[src/rtl/ml_feature_extract.sv]
// ml_feature_extract
//   Front-end feature stage for the driver-monitor scorer. Turns raw per-sample
//   telemetry into first/second-difference features with saturation, and
//   gates feat_valid behind a warm-up state machine and an inactivity timeout.
//
// Ports
//   clk          system clock, rising edge
//   rst          asynchronous active-low reset
//   sample_valid one-cycle strobe: speed/steer_angle/brake_in carry a new sample
//   speed        unsigned speed sample
//   steer_angle  signed steering angle sample
//   brake_in     unsigned brake pressure sample
//   accel        signed sat(speed[n] - speed[n-1])
//   jerk         signed sat(accel[n] - accel[n-1])
//   steer        signed sat(steer_angle[n] - steer_angle[n-1])
//   brake        brake_in[n] registered
//   feat_valid   one-cycle pulse: all four features updated and valid
//   warm         level: history full (RUN)
//   stale        level: timeout fired, cleared by next sample_valid
module ml_feature_extract #(
    parameter int TIMEOUT = 1000
) (
    input  logic               clk,
    input  logic               rst,
    input  logic               sample_valid,
    input  logic        [7:0]  speed,
    input  logic signed [7:0]  steer_angle,
    input  logic        [7:0]  brake_in,
    output logic signed [7:0]  accel,
    output logic signed [7:0]  jerk,
    output logic signed [7:0]  steer,
    output logic        [7:0]  brake,
    output logic               feat_valid,
    output logic               warm,
    output logic               stale
);

    localparam logic [15:0] TO_CNT  = 16'(TIMEOUT);
    localparam logic [15:0] TO_LAST = 16'(TIMEOUT - 1);

    typedef enum logic [1:0] {EMPTY, ONE, TWO, RUN} state_t;

    state_t             state;
    logic        [15:0] idle_cnt;
    logic        [7:0]  prev_speed;
    logic signed [7:0]  prev_steer;
    logic signed [7:0]  prev_accel;

    logic signed [8:0]  dspeed;
    logic signed [8:0]  dsteer;
    logic signed [8:0]  daccel;
    logic signed [7:0]  accel_n;
    logic signed [7:0]  steer_n;
    logic signed [7:0]  jerk_n;

    function automatic logic signed [7:0] sat9(input logic signed [8:0] d);
        if (d > 9'sd127)
            return 8'sh7F;
        else if (d < -9'sd128)
            return 8'sh80;
        else
            return d[7:0];
    endfunction

    // Differences are formed at 9 bits so the full -255..255 range is exact
    // before clamping; jerk is taken from the clamped accel values.
    always_comb begin
        dspeed  = $signed({1'b0, speed}) - $signed({1'b0, prev_speed});
        dsteer  = $signed({steer_angle[7], steer_angle}) - $signed({prev_steer[7], prev_steer});
        accel_n = sat9(dspeed);
        steer_n = sat9(dsteer);
        daccel  = $signed({accel_n[7], accel_n}) - $signed({prev_accel[7], prev_accel});
        jerk_n  = sat9(daccel);
    end

    always_ff @(posedge clk or negedge rst) begin
        if (!rst) begin
            state      <= EMPTY;
            idle_cnt   <= '0;
            prev_speed <= '0;
            prev_steer <= '0;
            prev_accel <= '0;
            accel      <= '0;
            jerk       <= '0;
            steer      <= '0;
            brake      <= '0;
            feat_valid <= 1'b0;
            warm       <= 1'b0;
            stale      <= 1'b0;
        end else begin
            feat_valid <= 1'b0;
            if (sample_valid) begin
                // A sample always beats a timeout landing on the same edge.
                idle_cnt   <= '0;
                stale      <= 1'b0;
                prev_speed <= speed;
                prev_steer <= steer_angle;
                brake      <= brake_in;
                case (state)
                    EMPTY: begin
                        state <= ONE;
                    end
                    ONE: begin
                        accel      <= accel_n;
                        steer      <= steer_n;
                        jerk       <= '0;
                        prev_accel <= accel_n;
                        state      <= TWO;
                    end
                    default: begin
                        accel      <= accel_n;
                        steer      <= steer_n;
                        jerk       <= jerk_n;
                        prev_accel <= accel_n;
                        feat_valid <= 1'b1;
                        warm       <= 1'b1;
                        state      <= RUN;
                    end
                endcase
            end else begin
                if (idle_cnt < TO_CNT)
                    idle_cnt <= idle_cnt + 16'd1;
                // Fires once as the counter steps onto TIMEOUT; it then parks there.
                if (idle_cnt == TO_LAST) begin
                    state      <= EMPTY;
                    warm       <= 1'b0;
                    stale      <= 1'b1;
                    prev_speed <= '0;
                    prev_steer <= '0;
                    prev_accel <= '0;
                end
            end
        end
    end

endmodule

[config.mk]
export PLATFORM = sky130hd
export DESIGN_NAME = ml_feature_extract
export DESIGN_NICKNAME = d
export VERILOG_FILES = /design/src/rtl/ml_feature_extract.sv
export SDC_FILE = /design/constraint.sdc
export NUM_CORES = 1
export LEC_CHECK = 0
export CAP_MARGIN = 15
export CELL_PAD_IN_SITES_DETAIL_PLACEMENT = 1
export CELL_PAD_IN_SITES_GLOBAL_PLACEMENT = 1
export CORE_MARGIN = 2
export CORE_UTILIZATION = 38
export CTS_BUF_LIST = sky130_fd_sc_hd__clkbuf_4 sky130_fd_sc_hd__clkbuf_8 sky130_fd_sc_hd__clkbuf_16
export CTS_CLUSTER_SIZE = 14
export DETAILED_ROUTE_END_ITERATION = 7
export PLACE_DENSITY = 0.83
export SYNTH_ARGS = -nofsm -noshare
export SYNTH_HDL_FRONTEND = slang
export SYNTH_SLANG_ARGS = --single-unit
export TNS_END_PERCENT = 1
[constraint.sdc]
create_clock -name clk -period 3.4 [get_ports clk]
set_input_delay 0.68 -clock clk [delete_from_list [all_inputs] [get_ports clk]]
set_output_delay 0.68 -clock clk [all_outputs]
set_load 0.005 [all_outputs]
# After elaboration in Yosys (flattened, before gate mapping)
# Cells that the tools add are included.
dict set report totals {
  ff_bits 77
  in_bits 27
  output_inout_bits 35
}
dict set report classes {
  n_addsub 4
  n_lt_le_gt_ge 7
  n_eq_ne 4
  mux 24
  bitwise 1
  reduce_logical 7
}
# operator count
set ops {}
lappend ops {{2-to-1 mux 8 bit} 11}
lappend ops {{2-to-1 mux 16 bit} 2}
lappend ops {{> comparator 9 x 8 -> 1 bit (second input constant)} 3}
lappend ops {{less-than comparator 9 x 8 -> 1 bit (second input constant)} 3}
lappend ops {{subtractor 8 x 8 -> 9 bit} 3}
lappend ops {{adder 16 x 1 -> 16 bit (second input constant)} 1}
lappend ops {{== test 16 x 10 -> 1 bit (second input constant)} 1}
lappend ops {{less-than comparator 16 x 10 -> 1 bit (second input constant)} 1}
lappend ops {{one-hot mux 8 bit (2 select lines)} 1}
lappend ops {{2-to-1 mux 1 bit} 7}
lappend ops {{AND reduction 2 bit} 3}
lappend ops {{2-to-1 mux 2 bit} 2}
lappend ops {{inequality test 2 bit (second input constant)} 2}
lappend ops {{one-hot mux 2 bit (2 select lines)} 1}
lappend ops {{nonzero test 2 bit} 2}
lappend ops {{== test 2 x 1 -> 1 bit (second input constant)} 1}
lappend ops {{logical NOT 2 bit} 1}
lappend ops {{OR reduction 2 bit} 1}
lappend ops {{inverter 1 bit} 1}

# Depth between registers and ports, before layout
# Gate-level depths: netlist of the first run.
dict set report depth {
  word_depth 9
  depth_mapped 16
}

# Worst setup path before layout of the first run
# No wires, ideal clock.
dict set report synth_path {
  path_type {input to register}
  from {input speed[0]}
  to {register jerk[2]}
  setup_time_ps 83
  arrival_time_ps 3955
  slack_ps -638
  cell_stages 16
  n_path_buf 0
  cell_sequence {inv_1 ha_1 fa_1 nor2b_1 o31a_1 o22a_1 o21ai_2 a21o_1 ha_1 fa_1 nor2b_1 nor3_1 o31ai_2 a31oi_2 maj3_1 o21ai_0}
}
dict set report synth_between {
  elab_chain_len 9
}
# element line_no
set synth_rtl {}
lappend synth_rtl {{from (decl)} 26} ;# input logic [7:0] speed,
lappend synth_rtl {{subtractor 8 x 8 -> 9 bit *} 68} ;# dspeed = $signed({1'b0, speed}) - $signed({1'b0, prev_speed});
lappend synth_rtl {{less-than comparator 9 x 8 -> 1 bit} 59} ;# else if (d < -9'sd128)
lappend synth_rtl {{2-to-1 mux 8 bit} 59}
lappend synth_rtl {{2-to-1 mux 8 bit *} 57} ;# if (d > 9'sd127)
lappend synth_rtl {{subtractor 8 x 8 -> 9 bit *} 72} ;# daccel = $signed({accel_n[7], accel_n}) - $signed({prev_accel[7], prev_accel});
lappend synth_rtl {{less-than comparator 9 x 8 -> 1 bit} 59}
lappend synth_rtl {{2-to-1 mux 8 bit} 59}
lappend synth_rtl {{2-to-1 mux 8 bit *} 57}
lappend synth_rtl {{one-hot mux 8 bit (2 select lines) *} 99} ;# case (state)
lappend synth_rtl {{to (signal assigned)} 113} ;# jerk <= jerk_n;
lappend synth_rtl {{to (decl)} 30} ;# output logic signed [7:0] jerk,
# Mark *: on every way between the ends. The rest lies on a longest branch, timed or not.
# A chain may end at the register's enable or synchronous reset.

# Worst setup path in the final report of the first run
dict set report layout_path {
  from {input speed[5]}
  to {register jerk[5]}
}
dict set report layout_between {
  elab_chain_len 9
}
# element line_no
set layout_rtl {}
lappend layout_rtl {{subtractor 8 x 8 -> 9 bit *} 68}
lappend layout_rtl {{less-than comparator 9 x 8 -> 1 bit} 59}
lappend layout_rtl {{2-to-1 mux 8 bit} 59}
lappend layout_rtl {{2-to-1 mux 8 bit *} 57}
lappend layout_rtl {{named net accel_n[2]} 52} ;# logic signed [7:0] accel_n;
lappend layout_rtl {{subtractor 8 x 8 -> 9 bit *} 72}
lappend layout_rtl {{less-than comparator 9 x 8 -> 1 bit} 59}
lappend layout_rtl {{2-to-1 mux 8 bit} 59}
lappend layout_rtl {{2-to-1 mux 8 bit *} 57}
lappend layout_rtl {{one-hot mux 8 bit (2 select lines) *} 99}
# Mark *: on every way through the listed nets, which the timed path passes. The rest lies on a longest branch.

==> reports/metrics.yaml, run 1 <==
worst_setup_path:
  critPathLaunch: "speed[5]"
  r2r_end: "jerk[5]"
  crit_path_max_incr_delay_ps: 350
  worstSetupPathType: "in -> reg"
  path_common_cell: "ha_4"
  path_buf_inv: 4
  critPathSlowestCell: "mux2_4"
  path_cells: "dlymetal6s2s_1 > ha_4 > nand3_2 > a211oi_4 > mux2_4 > buf_4 > nor3_4 > o31a_1 > inv_2 > ha_4 > o21ai_2 > a211oi_2 > mux2i_2 > a2111oi_4 > buf_6 > maj3_2 > o21ai_1"
  cp.arrival_ps: 4250
  cp_max_fo: 7
  end_kind: "register"
  cp.required_ps: 3670
  reg2reg_from: "prev_speed[2]"
  worst-path-stages: 17
  worst-r2r-cell-count: 17
  worstSetupEndpoint: "jerk[5]"
  path_delay_family: "compound AO/OA/AOI/OAI gates"
  crit_path_start_kind: "primary input"
  ff2ff_setup_slack_ps: -550
timing:
  max_slew.worst_pin.slew_ps: 985.2
  min_period_over_period: 1.171
  rsz0062_at_grt: "yes"
  relSlewSlack: 0.3432
  hold_viol_final: 0
  setup_viol: 8
  setup_slack_ps: -582.6
  hold_ws_ps: 476.7
  drv_slew: 0
  finClkSkew_ps: 8.876
  fmax_ghz: 0.2511
  fin_setup_tns_ps: -4361
  period_needed_ps: 3983
synthesis:
  synth_most_common_cell: "dfrtp_1"
  synth_warnings: 0
  yosysTopAreaCellShare: 0.4432
  syn_nets: 513
  syn_avg_cell_area_sq_um: 9.514
  post-synth-top-area-cell: "dfrtp_1"
  synth-main-ff-cell: "dfrtp_1"
  yosys-top-cells-count: "dfrtp_1, nand2_1, o21ai_0, inv_1"
  async_flop_share: 1.000
  ys_seq_elements: 77
  ys_seq_area_frac: 0.4432
  synth_top_family_by_area: "compound AO/OA/AOI/OAI gates"
  synthAdderAreaFrac: 0.1071
  synthesis.area_sq_um: 4348
  synth_cells: 457
  synth_edf_count: 0
  muxShareOfSynthArea: 0.03309
  synthXorXnorAreaFrac: 0.02417
  yosys-top-cells-area: "dfrtp_1, ha_1, nand2_1"
  yosys.area_share.simple: 0.1537
  synthDistinctLibCells: 59
  synth_compound_area_frac: 0.1928
pwr:
  p_leak_nw: 2.842
  ir_drop_mv: 0.4202
  powerDensity_nw_per_um2: 685.7
  p_total_w: 0.004269
finish:
  final.fill_count: 1244
  multiInputGateArea_sq_um: 2524
  finalInstanceArea_sq_um: 6226
  seq_area_sq_um: 1927
  fin_nets: 641
  diodes: 0
  syn_to_final_growth_pct: 43.19
  drive_gt1_frac: 0.2746
cts:
  path_clk_slew_ps: 60
  clk_path_buf_depth: 2
  cts_tree: "done"
  clk_latency_ps: 350
  cts.sinks: 77
  cts-hold-fix-buffers: 0
  htree_num_levels: 3
  cts_root_buf: "clkbuf_16"
  numCtsBuffers: 9
floorplan:
  die_area_sq_um: 12310
  core_area_sq_um: 11270
  die_height_microns: 111.0
  initial_utilization: 0.3857
  die_width_microns: 111.0
  rows: 39
  num_io_pins: 62
placement:
  placed_area_sq_um: 5543
  pre_cts_ws_ps: -1348
  place_congestion: 0.8578
  port_buffers: 61
  dp.final_hpwl_microns: 8401
global_route:
  grt_pass1_wl_microns: 20560
  gr-total-overflow: 0
  grt_max_degree: 78
  track_usage: 0.2048
  first_global_vias: 4304
  antenna_found_initial: 0
run_status:
  violations: "setup timing"
  outcome: "complete, but fails checks"
detailed_routing:
  dr.pass1.iters: 4
  drc: 0
  drt_iter0_markers: 151
  avgRoutedWirePerCell_microns: 19.96
  antenna_left: 0
  via_per_inst: 5.506
  num_vias: 4036
  routed_wl_microns: 14630
job:
  max_cap_viol_count: 0
worst_hold_path:
  min_path_type: "reg -> reg"
==> flip-flops by register name, summed over array words and instances (netlist names), 2 cells and up <==
name and cells:
steer 8, prev_accel 8, jerk 8, accel 8, idle_cnt 16, prev_steer 8
brake 8, state 2, prev_speed 8
==> layout make-up <==
class                   count  area share
multi-input cells         327      0.4053
clock inverters             5    0.006029
well taps                 143     0.02874
repair buffers            132      0.1869
flip-flops and latches     77      0.3095
clock buffers              11     0.03859
inverters                  38     0.02492
==> through the flow <==
| step | cells | utilization |
|---|---|---|
| floorplan | 457 | - |
| global placement | 696 | 0.4917 |
| detailed placement | 696 | 0.4917 |
| CTS | 721 | 0.5263 |
| global route | 733 | 0.5523 |
| finish | 733 | 0.5523 |
==> worst register-to-register path: cells and delay by family (launching register included) <==
| family | cells | cell delay (ps) |
|---|---|---|
| compound gates | 6 | 880 |
| fa+ha+maj | 3 | 820 |
| buf+inv | 4 | 510 |
| flops | 1 | 400 |
| mux | 2 | 680 |
| simple gates | 2 | 590 |
==> layout by cell type (no fill, tap or decap), types with 5 or more instances in the layout <==
| cell | synthesis | layout |
|---|---|---|
| mux2_2 | 11 | 10 |
| o21a_1 | 7 | 7 |
| buf_4 | 0 | 68 |
| clkdlybuf4s50_1 | 0 | 51 |
| xor2_1 | 7 | 7 |
| nor3_1 | 7 | 6 |
| nor2b_1 | 10 | 8 |
| ha_1 | 26 | 15 |
| xnor2_1 | 5 | 5 |
| inv_1 | 37 | 34 |
| a21oi_1 | 21 | 20 |
| clkbuf_16 | 0 | 9 |
| o21ai_2 | 2 | 5 |
| nand2b_1 | 6 | 5 |
| o31ai_1 | 8 | 8 |
| nor2_1 | 26 | 24 |
| o21ai_1 | 2 | 7 |
| or3_1 | 6 | 6 |
| a22o_1 | 7 | 7 |
| nand2_1 | 62 | 61 |
| dlymetal6s2s_1 | 0 | 5 |
| dfrtp_1 | 77 | 77 |
| maj3_2 | 0 | 7 |
| a21o_1 | 7 | 7 |
| ha_4 | 0 | 10 |
| o21ai_0 | 43 | 34 |
==> how the worst min path moves through the flow <==
stage / from / cells past startpoint / end
detailed placement: prev_accel[6] / 2 / prev_accel[6]
CTS: prev_accel[6] / 2 / prev_accel[6]
global placement: prev_accel[3] / 2 / prev_accel[3]
global route: accel[6] / 2 / accel[6]
finish: accel[6] / 2 / accel[6]
floorplan: rst / 0 / accel[0]
==> power breakdown <==
| group | switching, W | leakage (nW) | internal (W) |
|---|---|---|---|
| Sequential | 0.000105 | 0.951 | 0.00108 |
| Clock | 0.000402 | 0.133 | 0.000512 |
| Combinational | 0.00102 | 1.76 | 0.00116 |
==> per-layer routing <==
metal	wire, microns	vias up	part of all wire	track usage
met1	5823	2039	0.40	0.2431
met5	0	-	0	0
met2	7864	113	0.54	0.3652
met3	505	34	0.035	0.03226
li1	-	1850	-	-
met4	436	0	0.030	0.09083
==> cell families after synthesis <==
family | after synthesis
AND/OR/NAND/NOR | 139
AO/OA/AOI/OAI | 126
flip-flops | 77
buffers and inverters | 53
adder cells (fa/ha/maj) | 37
multiplexers | 13
XOR/XNOR | 12
==> what timing repair did <==
item,CTS,global route
pin swaps,12,28
resized for setup,8,47
endpoints found under the setup margin,8,8
hold endpoints to repair,0,0
buffers inserted,10,13
No activity file was read; power rests on OpenSTA's default activity.
==> inputs of run 2 (changes only) <==
CAP_MARGIN = 5   (was 15)
REMOVE_ABC_BUFFERS = 1   (was unset)
==> run 2 against run 1 <==
Effect of this change:
- the run still ends with setup timing left
- via count fell by 4.7%
- clock-buffer cell count did not move
- sequential power barely moved
- largest cell class unchanged
- critical endpoint is now jerk[0]
- clock power rose by 9.2%
- maximum frequency rose by 0.82%
- register-to-register slack improved by 140 ps
- sequential cell count did not move
- largest power group unchanged
- routed wire length fell by 13%
- setup slack improved by 32 ps
==> reports/metrics.yaml, run 2 (synthesized netlist as in run 1, its figures left out) <==
run_status:
  outcome: "complete, but fails checks"
  violations: "setup timing"
floorplan:
  die_area_sq_um: 12310  # unchanged
  die_width_microns: 111.0  # unchanged
  num_io_pins: 62  # unchanged
  rows: 39  # unchanged
  die_height_microns: 111.0  # unchanged
  initial_utilization: 0.3857  # unchanged
  core_area_sq_um: 11270  # unchanged
pwr:
  powerDensity_nw_per_um2: 678.1  # -1.1%
  ir_drop_mv: 0.3455  # -18%
  sw_frac_of_total: 0.3456  # -0.01130
  seqPwrFrac: 0.288  # +0.011
  p_comb_frac: 0.467  # -0.042
  clkPwrFrac: 0.245  # +0.031
  p_switching_w: 0.001408  # -7.6%
  cell_internal_pwr_w: 0.002667  # -2.9%
  p_leak_nw: 2.719  # -4.3%
placement:
  place_congestion: 0.8521  # -0.66%
  dp.final_hpwl_microns: 8502  # +1.2%
  port_buffers: 61  # unchanged
  pre_cts_ws_ps: -1529  # -181.1 ps
worst_setup_path:
  cp.required_ps: 3680  # about the same
  worst-path-stages: 18  # +1
  crit_path_start_kind: "primary input"
  worstSetupPathType: "in -> reg"
  crit_path_max_incr_delay_ps: 360  # about the same
  end_kind: "register"
  path_buf_inv: 4  # unchanged
  cp.arrival_ps: 4230  # -20 ps
  worst-r2r-cell-count: 18  # +1
  cp_max_fo: 7  # unchanged
  critPathSlowestCell: "mux2_4"
  path_cells: "dlygate4sd2_1 > ha_4 > nand3_1 > a211oi_4 > mux2_4 > o21ai_4 > buf_6 > buf_4 > o21a_1 > nor2_1 > ha_1 > o21ai_2 > a211oi_2 > mux2i_2 > a2111oi_4 > buf_4 > maj3_1 > o21ai_2"
  path_delay_family: "compound AO/OA/AOI/OAI gates"
timing:
  setup_viol: 8  # unchanged
  relSlewSlack: 0.3217  # -0.02150
  min_period_over_period: 1.162  # -0.009557
  finClkSkew_ps: 11.98  # +3.107 ps
  period_needed_ps: 3950  # -32.49 ps
  setup_slack_ps: -550.1  # +32.49 ps
  drv_slew: 0  # unchanged
  rsz0062_at_grt: "yes"
  hold_viol_final: 0  # unchanged
  fmax_ghz: 0.2532  # +0.82%
  max_slew.worst_pin.slew_ps: 1017  # +32.25 ps
  hold_ws_ps: 470.1  # -6.644 ps
finish:
  fin_nets: 626  # -2.3%
  seq_area_sq_um: 1927  # unchanged
  final_common_cell: "dfrtp_1"
  final.fill_count: 1261  # +1.4%
  final_core_util: 0.5331  # -0.01920
  drive_gt1_frac: 0.2209  # -0.05371
  syn_to_final_growth_pct: 38.22
  largest_reg_flops: 16  # unchanged
  multiInputGateArea_sq_um: 2431  # -3.7%
  regMostFlops: "idle_cnt"
  final_cell_mix: "dfrtp_1, nand2_1, buf_4, clkdlybuf4s50_1, inv_1"
global_route:
  grt_pass1_wl_microns: 21070  # +2.4%
  first_global_vias: 4311  # +0.16%
  antenna_found_initial: 1  # +1
  gr-total-overflow: 0  # unchanged
  track_usage: 0.2142  # +0.009392
  grt_max_degree: 78  # unchanged
cts:
  path_clk_slew_ps: 70  # about the same
  htree_num_levels: 3  # unchanged
  numCtsBuffers: 9  # unchanged
  cts_tree: "done"
  cts.sinks: 77  # unchanged
  cts_root_buf: "clkbuf_16"
  clk_latency_ps: 350  # about the same
  clk_path_buf_depth: 2  # unchanged
worst_hold_path:
  min_path_type: "in -> async"
detailed_routing:
  routed_wl_microns: 12750  # -13%
  avgRoutedWirePerCell_microns: 17.73  # -11%
  drt_iter0_markers: 152  # +0.66%
  via_per_inst: 5.348  # -2.9%
  num_vias: 3845  # -4.7%
  dr.pass1.iters: 4  # unchanged
  drc: 0  # unchanged
  antenna_left: 0  # unchanged
job:
  max_cap_viol_count: 0  # unchanged
run 2: cell count changes in the layout (fill, tap and decap cells not counted), sizes merged:
cell          before  now
dlymetal6s2s       5    0
diode              0    1
bufinv             0    1
dlygate4sd2        0    8
buf               74   58
clkbuf            13   11
clkinvlp           2    1
run 2: path summary, 6_finish.rpt:
kind | to | start | slack (ps)
hold reg to reg | accel[7] | accel[7] | 480
max in group asynchronous | prev_speed[6] | rst | 2230
min in group clk | accel[7] | accel[7] | 480
hold / removal | prev_accel[7] | rst | 470
setup / recovery | jerk[0] | speed[5] | -550
setup reg to reg | jerk[0] | prev_speed[4] | -410
run 2: metal layers:
| layer | GRT usage | part of all wire | vias up | wire, microns |
|---|---|---|---|---|
| met5 | 0 | 0 | - | 0 |
| met4 | 0.1142 | 0.037 | 0 | 471 |
| met3 | 0.03882 | 0.024 | 32 | 308 |
| met2 | 0.3783 | 0.52 | 67 | 6686 |
| met1 | 0.2462 | 0.41 | 1919 | 5282 |
| li1 | - | - | 1827 | - |
run 2: metrics by stage:
stage / cell area, sq um / cells / setup TNS [ps] / power, W
2_1_floorplan: 4290 / 442 / -5551 / 0.002054
3_3_place_gp: 5451 / 696 / -10170 / 0.002717
3_5_place_dp: 5451 / 696 / -11860 / 0.002836
4_1_cts: 5958 / 718 / -4304 / 0.003999
5_1_grt: 6010 / 719 / -5405 / 0.004311
6_report: 6010 / 719 / -4040 / 0.004075
run 2: power by group through the flow:
stage | clock network (W) | logic (W) | registers, W
2_1_floorplan | 0 | 0.000872 | 0.00118
3_3_place_gp | 0 | 0.00154 | 0.00118
3_5_place_dp | 0 | 0.00165 | 0.00119
4_1_cts | 0.00102 | 0.00181 | 0.00118
5_1_grt | 0.00105 | 0.00207 | 0.00119
6_report | 0.000998 | 0.00190 | 0.00118
run 2: repair_timing:
item                                    CTS  global route
setup buffers                             6             0
hold buffers                              0             0
gates resized for setup                  40            13
pin swaps                                15            11
endpoints found under the setup margin    8             8
run 2: cell type report:
type / count / share of cell area
flip-flops and latches: 77 / 0.3206
clock inverters: 5 / 0.009994
repair buffers: 117 / 0.1699
inverters: 38 / 0.02374
clock buffers: 11 / 0.04102
diodes: 1 / 0.0004164
well taps: 143 / 0.02977
multi-input cells: 327 / 0.4045
run 2: worst register-to-register path, cell delays in order (launching register included):
cell	delay [ps]
dfrtp_1	380
inv_1	100
ha_4	220
a21o_1	200
a21o_1	180
a221o_2	410
o21ai_4	160
buf_6	130
buf_4	110
o21a_1	140
nor2_1	50
ha_1	310
o21ai_2	80
a211oi_2	250
mux2i_2	310
a2111oi_4	50
buf_4	160
maj3_1	360
o21ai_2	130
